==> src/rtl/nibble_serial_addsub_pkg.sv <==
// -----------------------------------------------------------------------------
// nibble_serial_addsub_pkg
// Shared definitions for the nibble-serial adder/subtractor:
//   - state_e    : controller states (IDLE / RUN / DONE)
//   - NIBBLE_W   : width of one arithmetic slice
//   - signed_ovf : two's-complement overflow rule for the final slice
// -----------------------------------------------------------------------------
package nibble_serial_addsub_pkg;

    localparam int NIBBLE_W = 4;

    typedef enum logic [1:0] {
        IDLE = 2'd0,
        RUN  = 2'd1,
        DONE = 2'd2
    } state_e;

    // Overflow occurs when both addends (a and the possibly inverted b) share
    // a sign and the result sign differs from it.
    function automatic logic signed_ovf(
        input logic a_msb,
        input logic l_msb,
        input logic sum_msb
    );
        return (a_msb == l_msb) && (sum_msb != a_msb);
    endfunction

endpackage : nibble_serial_addsub_pkg

==> src/rtl/addsub_nibble.sv <==
// -----------------------------------------------------------------------------
// addsub_nibble
// One 4-bit add/subtract slice, purely combinational.
// Subtraction is done as a + ~b + cin, with the caller supplying cin=1 on the
// least significant slice.
// Ports:
//   i_a    [3:0] : operand A nibble
//   i_b    [3:0] : operand B nibble (inverted internally when i_sel=1)
//   i_sel        : 0 = add, 1 = subtract
//   i_cin        : carry in
//   o_sum  [3:0] : sum nibble
//   o_cout       : carry out
// -----------------------------------------------------------------------------
module addsub_nibble
    import nibble_serial_addsub_pkg::*;
(
    input  logic [NIBBLE_W-1:0] i_a,
    input  logic [NIBBLE_W-1:0] i_b,
    input  logic                i_sel,
    input  logic                i_cin,
    output logic [NIBBLE_W-1:0] o_sum,
    output logic                o_cout
);

    logic [NIBBLE_W-1:0] w_l;
    logic [NIBBLE_W:0]   w_full;

    assign w_l    = i_b ^ {NIBBLE_W{i_sel}};
    assign w_full = {1'b0, i_a} + {1'b0, w_l} + {{NIBBLE_W{1'b0}}, i_cin};
    assign o_sum  = w_full[NIBBLE_W-1:0];
    assign o_cout = w_full[NIBBLE_W];

endmodule : addsub_nibble

==> src/rtl/nibble_serial_addsub.sv <==
// -----------------------------------------------------------------------------
// nibble_serial_addsub
// Serial W-bit adder/subtractor that processes one 4-bit slice per clock,
// least significant slice first. An operation accepted at edge 0 produces a
// one-cycle done pulse from edge NIBBLES to edge NIBBLES+1.
// Parameters:
//   NIBBLES : number of 4-bit slices per operand (W = 4*NIBBLES)
// Ports:
//   clk          : clock, rising edge
//   rst_n        : asynchronous active-low reset
//   start        : request an operation, sampled only while busy=0
//   sel          : 0 = a+b, 1 = a-b
//   a, b   [W]   : operands, captured on the accepting edge
//   busy         : operation in progress (RUN or DONE)
//   done         : one-cycle result-valid pulse
//   dout   [W]   : result, held until the next accepted start
//   carry_borrow : final carry out (subtract: 1 = no borrow)
//   ovf          : signed overflow of the W-bit result
// -----------------------------------------------------------------------------
module nibble_serial_addsub
    import nibble_serial_addsub_pkg::*;
#(
    parameter int NIBBLES = 4
) (
    input  logic                      clk,
    input  logic                      rst_n,
    input  logic                      start,
    input  logic                      sel,
    input  logic [NIBBLE_W*NIBBLES-1:0] a,
    input  logic [NIBBLE_W*NIBBLES-1:0] b,
    output logic                      busy,
    output logic                      done,
    output logic [NIBBLE_W*NIBBLES-1:0] dout,
    output logic                      carry_borrow,
    output logic                      ovf
);

    localparam int W     = NIBBLE_W * NIBBLES;
    localparam int IDX_W = (NIBBLES > 1) ? $clog2(NIBBLES) : 1;
    localparam logic [IDX_W-1:0] LAST_IDX = IDX_W'(NIBBLES - 1);

    // Controller state and registered status outputs
    state_e                           r_state;
    state_e                           w_state_nxt;
    logic                             r_busy;
    logic                             r_done;
    logic                             w_busy_nxt;
    logic                             w_done_nxt;

    // Operand latches, result and slice bookkeeping (slice-indexed views)
    logic [NIBBLES-1:0][NIBBLE_W-1:0] r_a;
    logic [NIBBLES-1:0][NIBBLE_W-1:0] r_b;
    logic [NIBBLES-1:0][NIBBLE_W-1:0] r_dout;
    logic                             r_sel;
    logic                             r_carry;
    logic [IDX_W-1:0]                 r_idx;
    logic                             r_cb;
    logic                             r_ovf;

    // Slice datapath
    logic [NIBBLE_W-1:0]              w_a_nib;
    logic [NIBBLE_W-1:0]              w_b_nib;
    logic [NIBBLE_W-1:0]              w_sum;
    logic                             w_cin;
    logic                             w_cout;
    logic                             w_l_msb;
    logic                             w_accept;
    logic                             w_step;
    logic                             w_last;

    // Control qualifiers
    assign w_accept = (r_state == IDLE) && start;
    assign w_step   = (r_state == RUN);
    assign w_last   = (r_idx == LAST_IDX);

    // Current slice operands; the first slice takes sel as carry-in so that
    // subtraction becomes a + ~b + 1.
    assign w_a_nib = r_a[r_idx];
    assign w_b_nib = r_b[r_idx];
    assign w_cin   = (r_idx == {IDX_W{1'b0}}) ? r_sel : r_carry;
    assign w_l_msb = w_b_nib[NIBBLE_W-1] ^ r_sel;

    addsub_nibble u_slice (
        .i_a    (w_a_nib),
        .i_b    (w_b_nib),
        .i_sel  (r_sel),
        .i_cin  (w_cin),
        .o_sum  (w_sum),
        .o_cout (w_cout)
    );

    // State register with registered busy/done outputs
    always_ff @(posedge clk or negedge rst_n) begin
        if (!rst_n) begin
            r_state <= IDLE;
            r_busy  <= 1'b0;
            r_done  <= 1'b0;
        end else begin
            r_state <= w_state_nxt;
            r_busy  <= w_busy_nxt;
            r_done  <= w_done_nxt;
        end
    end

    // Next-state logic
    always_comb begin
        w_state_nxt = r_state;
        case (r_state)
            IDLE: begin
                if (start) begin
                    w_state_nxt = RUN;
                end else begin
                    w_state_nxt = IDLE;
                end
            end
            RUN: begin
                if (w_last) begin
                    w_state_nxt = DONE;
                end else begin
                    w_state_nxt = RUN;
                end
            end
            DONE:    w_state_nxt = IDLE;
            default: w_state_nxt = IDLE;
        endcase
    end

    // Output decode from the upcoming state, so busy/done come straight from flops
    always_comb begin
        w_busy_nxt = 1'b0;
        w_done_nxt = 1'b0;
        case (w_state_nxt)
            IDLE: begin
                w_busy_nxt = 1'b0;
                w_done_nxt = 1'b0;
            end
            RUN: begin
                w_busy_nxt = 1'b1;
                w_done_nxt = 1'b0;
            end
            DONE: begin
                w_busy_nxt = 1'b1;
                w_done_nxt = 1'b1;
            end
            default: begin
                w_busy_nxt = 1'b0;
                w_done_nxt = 1'b0;
            end
        endcase
    end

    // Operand capture and per-slice result/carry update; dout slices are
    // overwritten only as they are computed, never cleared on accept.
    always_ff @(posedge clk or negedge rst_n) begin
        if (!rst_n) begin
            r_a     <= '0;
            r_b     <= '0;
            r_sel   <= 1'b0;
            r_idx   <= {IDX_W{1'b0}};
            r_carry <= 1'b0;
            r_dout  <= '0;
            r_cb    <= 1'b0;
            r_ovf   <= 1'b0;
        end else if (w_accept) begin
            r_a   <= a;
            r_b   <= b;
            r_sel <= sel;
            r_idx <= {IDX_W{1'b0}};
        end else if (w_step) begin
            r_dout[r_idx] <= w_sum;
            r_carry       <= w_cout;
            if (w_last) begin
                r_idx <= {IDX_W{1'b0}};
                r_cb  <= w_cout;
                r_ovf <= signed_ovf(w_a_nib[NIBBLE_W-1], w_l_msb, w_sum[NIBBLE_W-1]);
            end else begin
                r_idx <= r_idx + IDX_W'(1);
            end
        end
    end

    assign busy         = r_busy;
    assign done         = r_done;
    assign dout         = W'(r_dout);
    assign carry_borrow = r_cb;
    assign ovf          = r_ovf;

endmodule : nibble_serial_addsub

==> config.mk <==
export PLATFORM = sky130hd
export DESIGN_NAME = nibble_serial_addsub
export DESIGN_NICKNAME = d
export VERILOG_FILES = /design/src/rtl/nibble_serial_addsub_pkg.sv /design/src/rtl/addsub_nibble.sv /design/src/rtl/nibble_serial_addsub.sv
export SDC_FILE = /design/constraint.sdc
export NUM_CORES = 1
export LEC_CHECK = 0
export CORE_ASPECT_RATIO = 0.9
export CORE_MARGIN = 5
export CORE_UTILIZATION = 40
export DETAILED_ROUTE_END_ITERATION = 6
export PLACE_DENSITY = 0.65
export SYNTH_ARGS = -nofsm -noshare
export SYNTH_HDL_FRONTEND = slang
export SYNTH_SLANG_ARGS = --single-unit
export TNS_END_PERCENT = 1
==> constraint.sdc <==
create_clock -name clk -period 3.2 [get_ports clk]
set_clock_uncertainty 0.1 [all_clocks]
set_input_delay 0.64 -clock clk [delete_from_list [all_inputs] [get_ports clk]]
set_output_delay 0.64 -clock clk [all_outputs]
set_load 0.01 [all_outputs]
==> impl_metrics.ini <==
[worst_setup_path]
cp.required_ps = 3300
r2r_slack_ps = 400
crit_fanout = 5
worst_setup_path_start_kind = register
setup.worst_path.class = reg2reg
critPathArrivalTime_ps = 2900
crit_path_end_kind = register

[sta]
min_period_ps = 2800
rsz0062_at_grt = no
min_period_over_period_pct = 87.5
hold_viol_final = 0
setup_viol = 0
worst_pin_slew_ps = 872
setup_slack_ps = 400
hold-worst-slack_ps = 324
slew_headroom_pct = 41.8
finalSetupTns_ps = 0
drv_slew = 0
max_freq_mhz = 357

[cells_and_area]
area_delta_synth_final_pct = 31.9
final_core_util_pct = 53.5
drive_gt1_share_pct = 27.6
layout_common_cells = dfrtp_1, clkdlybuf4s50_1, mux2_2, clkbuf_8, nand2_1
fillerInstances = 570
antennaDiodeCount = 0
final_common_cell = dfrtp_1
final_nets = 291
fin_area_sq_um = 3490

[placement]
placedInstanceArea_sq_um = 3280
io_buffers = 55
dp_slack_ps = 360
dp_hpwl_mm = 3.75
place_congestion = 0.759

[floorplanning]
die_w_um = 95.7
io_pins = 56
rows = 28
dieArea_sq_um = 8340
initial_utilization_pct = 40.6
die_h_um = 87.1
core_area_sq_um = 6520

[cts]
cts_setup_buffers = 0
cts_resized = 0
numClockSinks = 58
tritoncts = done
cts_hold_buffers = 0
h-tree-depth = 3
cts_root_buffer = clkbuf_8
clockBufferDepth = 2
cts_made_buffers = 9
clk_latency_ps = 330
clk_pin_slew_ps = 60

[pwr]
vdd_drop_max_mv = 0.456
p_comb_share_pct = 51.4
p_sw_share_pct = 35.6
intPower_mw = 2.64
pwr-share-clk_pct = 15.9
power.density_nw_per_um2 = 1170
p_seq_share_pct = 32.7
power_leakage_nw = 1.49
p_sw_mw = 1.46

[synth]
synth.area.top_cells = dfrtp_1, mux2_2, mux4_2
synthesis.area_per_instance_sq_um = 14.6
ys_seq_elements = 58
yosys_warnings = 0
synth.top_cell.area_share_pct = 54.9
netlist_instances = 181
synth_area_sq_um = 2640
seq_area_frac_synth_pct = 54.9
syn_nets = 227
synth_cell_types = 28
synth_top_cell_by_area = dfrtp_1

[status]
status = complete, no violations

[route]
drt-initial-drc-count = 25
routedWlPerCell_um = 14.6
remaining_drc_errors = 0
num_vias = 1617
first_pass_iters = 4
ant_nets = 0
wl_mm = 4.96
routed_via_density = 4.76

[global_route]
grt_first_pass_wirelength_mm = 8.54
grt_start_max_net_pins = 41
grt_use_total_pct = 13.8
grt_pass1_vias = 1722
antenna_found_initial = 0
gr-total-overflow = 0

[worst_hold_path]
holdCritPathClass = in2async

[run]
maxCapViolCount = 0
kinds of logic after synthesis:
group,share of synthesized area (%)
AO/OA/AOI/OAI,5.02
flip-flops,54.9
adder cells (fa/ha/maj),5.30
XOR/XNOR,1.66
AND/OR/NAND/NOR,5.21
buffers and inverters,3.22
multiplexers,24.7
worst paths after layout:
kind,endpoint,cells past startpoint,startpoint
setup / recovery,dout[6],6,r_idx[0]
hold / removal,r_a[2],1,rst_n
setup reg to reg,dout[6],6,r_idx[0]
hold reg to reg,r_carry,2,r_carry
max in group asynchronous,r_a[4],2,rst_n
min in group clk,r_carry,2,r_carry
stage by stage:
stage / std cells / total power, mW
detailed placement: 324 / 3.49
global route: 340 / 4.48
floorplan: 181 / 2.83
finish: 340 / 4.09
global placement: 324 / 3.44
CTS: 340 / 4.16
cell type report:
| type | instances | area, sq um | share of cell area, % |
|---|---|---|---|
| sequential | 58 | 1450 | 41.6 |
| clock buffer | 15 | 196 | 5.64 |
| inverter | 6 | 22.5 | 0.646 |
| timing repair buffer | 61 | 591 | 16.9 |
| clock inverter | 1 | 5.00 | 0.144 |
| tap | 90 | 113 | 3.23 |
| multi-input combinational | 109 | 1110 | 31.8 |
state kept, by name, summed over array words and instances, names as in the netlist:
register / flops
r_idx: 2
carry_borrow: 1
busy: 1
ovf: 1
r_sel: 1
done: 1
dout: 16
r_b: 16
r_a: 16
r_carry: 1
r_state: 2
Yosys cell counts:
| cell | n |
|---|---|
| a21o_1 | 2 |
| xnor2_1 | 1 |
| a21boi_0 | 1 |
| xor2_1 | 4 |
| mux4_2 | 8 |
| o21ai_0 | 7 |
| mux2_1 | 5 |
| o21bai_1 | 1 |
| a21bo_2 | 1 |
| a21oi_1 | 2 |
| inv_1 | 6 |
| nand3_1 | 1 |
| and3b_1 | 1 |
| dfrtp_1 | 58 |
| nand3b_1 | 5 |
| ha_1 | 8 |
| fa_1 | 2 |
| clkbuf_1 | 1 |
| mux2_2 | 37 |
| nand2b_1 | 3 |
| nor3b_4 | 1 |
| buf_4 | 2 |
| a32o_1 | 1 |
| nand2_1 | 12 |
| buf_6 | 3 |
| nor2_1 | 1 |
| buf_2 | 2 |
| o31ai_1 | 5 |
routing by layer:
metal	GRT usage [%]	routed length [um]
met1	19.1	2420
met2	19.3	2120
met4	5.04	57
met5	0	0
met3	5.96	364
critical path: stages (launching register included):
cell and delay, ps:
dfrtp_1 440, buf_4 190, mux4_2 530, fa_1 500, fa_1 470, xnor2_1 300
o21ai_0 140
power groups by stage:
stage | sequential [mW] | clock [mW] | combinational (mW)
after floorplan | 1.31 | 0 | 1.51
after global placement | 1.36 | 0 | 2.08
after detailed placement | 1.36 | 0 | 2.13
after CTS | 1.35 | 0.675 | 2.14
after global routing | 1.40 | 0.712 | 2.37
final | 1.34 | 0.653 | 2.10
Power figures use the tool's default switching activity.
